`config.mk`:
```
export PLATFORM = sky130hd
export DESIGN_NAME = adder_operand_entry
export DESIGN_NICKNAME = d
export VERILOG_FILES = /design/src/rtl/adder_operand_entry.sv
export SDC_FILE = /design/constraint.sdc
export NUM_CORES = 1
export LEC_CHECK = 0
export CORE_UTILIZATION = 59
export CTS_CLUSTER_SIZE = 12
export DETAILED_ROUTE_END_ITERATION = 6
export DONT_BUFFER_PORTS = 1
export PLACE_DENSITY_LB_ADDON = 0.2
export SLEW_MARGIN = 0
export SYNTH_ARGS = -nofsm -noshare
export SYNTH_HDL_FRONTEND = slang
export SYNTH_SLANG_ARGS = --single-unit
```
`constraint.sdc`:
```
create_clock -name sys_clk -period 4.87 [get_ports sys_clk]
set_input_delay 0.2435 -clock sys_clk [delete_from_list [all_inputs] [get_ports sys_clk]]
set_output_delay 0.2435 -clock sys_clk [all_outputs]
set_load 0.01 [all_outputs]
```
`src/rtl/adder_operand_entry.sv`:
```
// Key-driven operand entry for the 3-bit full adder: debounces two active-low keys,
// steps the selected operand field and drives the registered operands to the adder.
module adder_operand_entry #(
    parameter int CNT_MAX = 999_999
) (
    input  logic       sys_clk,
    input  logic       sys_rst,
    input  logic       key_sel_n,
    input  logic       key_inc_n,
    output logic [2:0] a,
    output logic [2:0] b,
    output logic       c_in,
    output logic [2:0] sel_led,
    output logic       op_valid
);
    localparam int NUM_KEYS = 2;
    localparam int CW = $clog2(CNT_MAX + 1);
    localparam logic [CW-1:0] CNT_LAST = CW'(CNT_MAX - 1);
    localparam int KEY_SEL = 0;
    localparam int KEY_INC = 1;

    localparam logic [1:0] EDIT_A   = 2'd0;
    localparam logic [1:0] EDIT_B   = 2'd1;
    localparam logic [1:0] EDIT_CIN = 2'd2;

    logic [NUM_KEYS-1:0]         key_raw;
    logic [NUM_KEYS-1:0]         in_q, in_d;
    logic [NUM_KEYS-1:0]         meta_q, meta_d;
    logic [NUM_KEYS-1:0]         sync_q, sync_d;
    logic [NUM_KEYS-1:0]         stable_q, stable_d;
    logic [NUM_KEYS-1:0]         stable_dly_q, stable_dly_d;
    logic [NUM_KEYS-1:0][CW-1:0] cnt_q, cnt_d;
    logic [NUM_KEYS-1:0]         press;

    logic [1:0] state_q, state_d;
    logic [2:0] a_q, a_d;
    logic [2:0] b_q, b_d;
    logic       cin_q, cin_d;
    logic [2:0] sel_led_q, sel_led_d;
    logic       op_valid_q, op_valid_d;

    assign key_raw = {key_inc_n, key_sel_n};

    // Raw pad is registered once, then passes a two-flop synchronizer.
    always_comb begin
        in_d         = key_raw;
        meta_d       = in_q;
        sync_d       = meta_q;
        stable_d     = stable_q;
        stable_dly_d = stable_q;
        cnt_d        = cnt_q;
        for (int k = 0; k < NUM_KEYS; k++) begin
            if (sync_q[k] == stable_q[k]) begin
                cnt_d[k] = '0;
            end else if (cnt_q[k] == CNT_LAST) begin
                stable_d[k] = sync_q[k];
                cnt_d[k]    = '0;
            end else begin
                cnt_d[k] = cnt_q[k] + 1'b1;
            end
        end
    end

    // Only the accepted 1->0 edge is an event; release is ignored.
    assign press = stable_dly_q & ~stable_q;

    always_comb begin
        state_d    = state_q;
        a_d        = a_q;
        b_d        = b_q;
        cin_d      = cin_q;
        op_valid_d = 1'b0;
        // Increment acts on the field selected before any same-cycle advance.
        if (press[KEY_INC]) begin
            op_valid_d = 1'b1;
            case (state_q)
                EDIT_A:  a_d = a_q + 3'd1;
                EDIT_B:  b_d = b_q + 3'd1;
                default: cin_d = ~cin_q;
            endcase
        end
        if (press[KEY_SEL]) begin
            case (state_q)
                EDIT_A:  state_d = EDIT_B;
                EDIT_B:  state_d = EDIT_CIN;
                default: state_d = EDIT_A;
            endcase
        end
        case (state_d)
            EDIT_A:  sel_led_d = 3'b001;
            EDIT_B:  sel_led_d = 3'b010;
            default: sel_led_d = 3'b100;
        endcase
    end

    always_ff @(posedge sys_clk) begin
        if (sys_rst) begin
            in_q         <= '1;
            meta_q       <= '1;
            sync_q       <= '1;
            stable_q     <= '1;
            stable_dly_q <= '1;
            cnt_q        <= '0;
            state_q      <= EDIT_A;
            a_q          <= 3'd0;
            b_q          <= 3'd0;
            cin_q        <= 1'b0;
            sel_led_q    <= 3'b001;
            op_valid_q   <= 1'b0;
        end else begin
            in_q         <= in_d;
            meta_q       <= meta_d;
            sync_q       <= sync_d;
            stable_q     <= stable_d;
            stable_dly_q <= stable_dly_d;
            cnt_q        <= cnt_d;
            state_q      <= state_d;
            a_q          <= a_d;
            b_q          <= b_d;
            cin_q        <= cin_d;
            sel_led_q    <= sel_led_d;
            op_valid_q   <= op_valid_d;
        end
    end

    assign a        = a_q;
    assign b        = b_q;
    assign c_in     = cin_q;
    assign sel_led  = sel_led_q;
    assign op_valid = op_valid_q;

endmodule

```
**Yosys cells after proc, flatten, opt, wreduce, memory -nomap -nowiden**

Index checks and enable logic that the tools add are counted.

- Register bits after elaboration: 63
- Input port bits: 4
- Output and inout bits: 11

- Equal/unequal tests: 6
- Bitwise gates (word level): 6
- Reductions and logical operators: 10
- Muxes and demuxes: 4
- $add $sub $neg: 4

Operator list:

| cell | number |
|---|---|
| 20-bit by 1-bit adder with 20-bit output, second input constant | 2 |
| 20-bit equality test, second input constant | 2 |
| 2-bit AND reduction | 5 |
| 3-bit by 1-bit adder with 3-bit output, second input constant | 2 |
| 3-bit case mux with 2 select lines | 1 |
| 3-bit OR reduction | 2 |
| 2-bit by 1-bit equality test with 1-bit output, second input constant | 2 |
| 2-bit zero test | 2 |
| 1-bit NOT | 4 |
| 2-bit case mux with 2 select lines | 1 |
| 2-bit bitwise AND | 1 |
| 1-bit equality test | 2 |
| 2-bit 2-to-1 mux | 1 |
| 2-bit NOT | 1 |
| 2-bit OR reduction | 1 |
| 1-bit 2-to-1 mux | 1 |

**Longest topological paths before layout**

- Depth in word-level cells: 5
- Depth in mapped cells: 7

**Least setup slack after synthesis**

Ideal clock, no wire load.

- Path type: register to register
- Start point: reg cnt_q[6] in the netlist's numbering
- End point: reg cnt_q[19] in the netlist's numbering
- Setup slack: 3.254 ns
- Buffers on the path: 1
- Arrival time: 1.545 ns
- Stages on the path, launching flop included: 6
- Library setup time: 0.070 ns
- Period minus slack after synthesis: 1.616 ns
- Cell sequence: dfxtp_1 -> nand4_4 -> or3_1 -> clkbuf_2 -> or4_1 -> a21oi_1

- Word-level cells in the longest chain between the ends: 2
- Elaborated cells on any way between the ends: 3
- Classes of those cells: add/sub: 1; eq/ne: 1; reduce/logical: 1

RTL lines:

| item | RTL line | text |
|---|---|---|
| start: declaration | 32 | `logic [NUM_KEYS-1:0][CW-1:0] cnt_q, cnt_d;` |
| start signal: assignment | 116 | `cnt_q <= cnt_d;` |
| branches (longest 2 deep; another with 20-bit by 1-bit adder with 20-bit output) | - |  |

Parallel ways; which one is timed is not known.
A chain may end at the register's enable or synchronous reset.

**Final worst setup path**

- Start point: reg cnt_q[2] in the netlist's numbering
- End point: reg cnt_q[19] in the netlist's numbering

Same word-level chain as after synthesis.

==> impl_metrics.tcl <==
set metrics [dict create \
    status "complete, no violations" \
    required_ns 5.14 \
    root_buffer "clkbuf_8" \
    rsz0062_at_grt "no" \
    ioPinCount 15 \
    endpoint_kind "register" \
    setup_viol 0 \
    drt_iter0_markers 86 \
    maxCapViolations 0 \
    cts_setup_buffers 0 \
    slew_violations 0 \
    drc 0 \
    fmax_ghz 0.485 \
    multi_input_area_um2 1350 \
    arrival_ns 2.33 \
    area_growth_pct 11.8 \
    antenna_found_initial 0 \
    grt.overflow.total 0 \
    r2r_end "cnt_q[19]" \
    ys_types 39 \
    grt_pass1_vias 1885 \
    clkSinkCount 63 \
    grt_max_degree 20 \
    core.rowCount 24 \
    tightest_slew_ns 0.764 \
    final.min_clock_period_ns 2.06 \
    hold_viol 0 \
    drive_gt1_share_pct 10.0 \
    async_flop_share_pct 0 \
    cts_buffers 9 \
    synth_edf_count 0 \
    synth_nets 295 \
    tns_ns 0 \
    grt_usage_pct 20.3 \
    filler_cell_count 355 \
    ys_ff_latch 63 \
    ys_seq_area_share_pct 47.4 \
    ir_worst_vdd_uv 254 \
    ant_nets 0 \
    post-place-cells 331 \
    finalWirelength_mm 4.42 \
    ys_warn_count 0 \
    crit_type "register to register" \
    synth_common_cells "dfxtp_1 (63), nor2_1 (52), xnor2_1 (24)" \
    leakagePower_nw 0.946 \
    fp.dieH_um 69.2 \
    r2r_cells 4 \
    hpwl_mm 2.96 \
    worstSkewPairLatency_ns 0.34 \
    die_area_um2 4780 \
    wl_per_cell_um 12.6 \
    grt_pass1_wl_mm 7.91 \
    tritoncts "yes" \
    syn_inst 285 \
    gp_congestion 0.825 \
    critPathCapture "cnt_q[19]" \
    power.density_nw_per_um2 357 \
    crit_start "cnt_q[2]" \
    avgSynthCellArea_um2 9.34 \
    yosysTopAreaCell "dfxtp_1" \
    dieWidth_um 69.2 \
    port_buffers 0 \
    totalPowerFinal_mw 1.06 \
    clock_skew_ns 0.00757 \
    via_per_inst 5.46 \
    hold_class "input pin to register" \
    ys.flop_type "dfxtp_1" \
    fin_cells 351 \
    nNetsFinal 304 \
    antenna_cells 0 \
    start_util_pct 61.1 \
    regArea_um2 1260 \
    path_max_fanout 12 \
    coreArea_um2 4350 \
    fin_crit_sh_pct 42.3 \
    clk_pin_slew_ns 0.06 \
    rrSetupSlack_ns 2.81 \
    r2r-start "cnt_q[2]" \
    slew_headroom_pct 49.0 \
    syn_area_um2 2660 \
    first_pass_iters 4 \
    cp-start-kind "register" \
    htree_num_levels 3 \
    synth_top_area_share_pct 47.4 \
    cts_buffer_depth 2 \
    yosys.cell_count.top_type "dfxtp_1" \
    ys_top_cells_by_area "dfxtp_1 (47%), xnor2_1 (7.9%), nor2_1 (7.3%)" \
    num_vias 1918 \
    worst_hold_startpoint "sys_rst" \
]
layer usage:
| metal | vias to the layer above | GRT usage (%) | part of all wire [%] |
|---|---|---|---|
| li1 | 1014 | - | - |
| met1 | 873 | 24.6 | 49 |
| met2 | 20 | 34.0 | 47 |
| met3 | 11 | 4.39 | 2.2 |
| met4 | 0 | 10.2 | 2.3 |
| met5 | - | 0 | 0 |
sequential cells by signal, summed over array words and instances (netlist names):
register      cells
state_q           2
sel_led           3
op_valid          1
sync_q            2
stable_dly_d      2
meta_q            2
b                 3
c_in              1
in_q              2
a                 3
stable_dly_q      2
cnt_q            40
power by group:
part | switching, mW | internal (mW)
clock | 0.196 | 0.339
combinational | 0.00451 | 0.00406
sequential | 0.000948 | 0.517
placed cells by master, fill, tap and decap left out, types with 2 or more instances in the layout:
cell type      instances
o21ai_0                4
or4_1                  4
a21oi_1                8
clkinv_2               2
nor2_1                52
xor2_1                12
clkbuf_8               9
dfxtp_1               63
dlygate4sd3_1          4
mux2i_1                5
and4bb_2               2
o31ai_1                2
nand4_1               10
nor4_1                 8
nor3_1                 9
or3_1                  4
nor4b_1                4
ha_1                   6
bufinv_16              3
xnor2_1               24
nand3_1               13
or2_2                  8
and3_1                 4
inv_1                  7
nand2_1               11
o21ai_2                2
nor2b_1                2
nand4_4                2
o21a_1                 2
worst min-delay path by stage:
stage                end  cells past startpoint
2_1_floorplan    in_q[0]                      1
3_3_place_gp        a[2]                      1
3_5_place_dp        c_in                      1
4_1_cts        sync_q[0]                      1
5_1_grt        sync_q[0]                      1
6_report       sync_q[0]                      1
per-stage QoR:
step                      hold WS (ns)  instance area [um2]  setup slack (ns)  util, %
after detailed placement         0.319                 2700              2.85     62.0
final                           0.0121                 2980              2.81     68.4
after global routing           0.00861                 2980              2.68     68.4
after CTS                      0.00219                 2980              2.83     68.4
after global placement           0.317                 2700              2.89     62.0
after floorplan                  0.347                 2660              3.25        -
kinds of logic after synthesis:
logic type	after synthesis	share of synthesized area, %
AND/OR/NAND/NOR	142	29.4
XOR/XNOR	36	11.8
AO/OA/AOI/OAI	20	4.65
adder cells (fa/ha/maj)	6	2.82
multiplexers	5	1.88
flip-flops	63	47.4
buffers and inverters	13	1.97
worst max-delay path, cell delays in order, from the launching register on:
cell and delay (ns):
dfxtp_1 0.39, nand4_1 0.43, or3_1 0.60, or4_1 0.43, a21oi_1 0.14
cell type report:
cell class / instances / share of cell area, %
well taps: 52 / 2.19
multi-input cells: 209 / 45.3
clock inverters: 6 / 3.66
flip-flops and latches: 63 / 42.4
repair buffers: 4 / 1.35
clock buffers: 10 / 4.29
inverters: 7 / 0.883
what timing repair did:
| action | CTS | global route |
|---|---|---|
| gates resized for setup | 0 | 0 |
| hold endpoints to repair | 16 | 0 |
| endpoints found under the setup margin | 0 | 0 |
| hold buffers | 4 | 0 |
No activity file was read; power rests on OpenSTA's default activity.
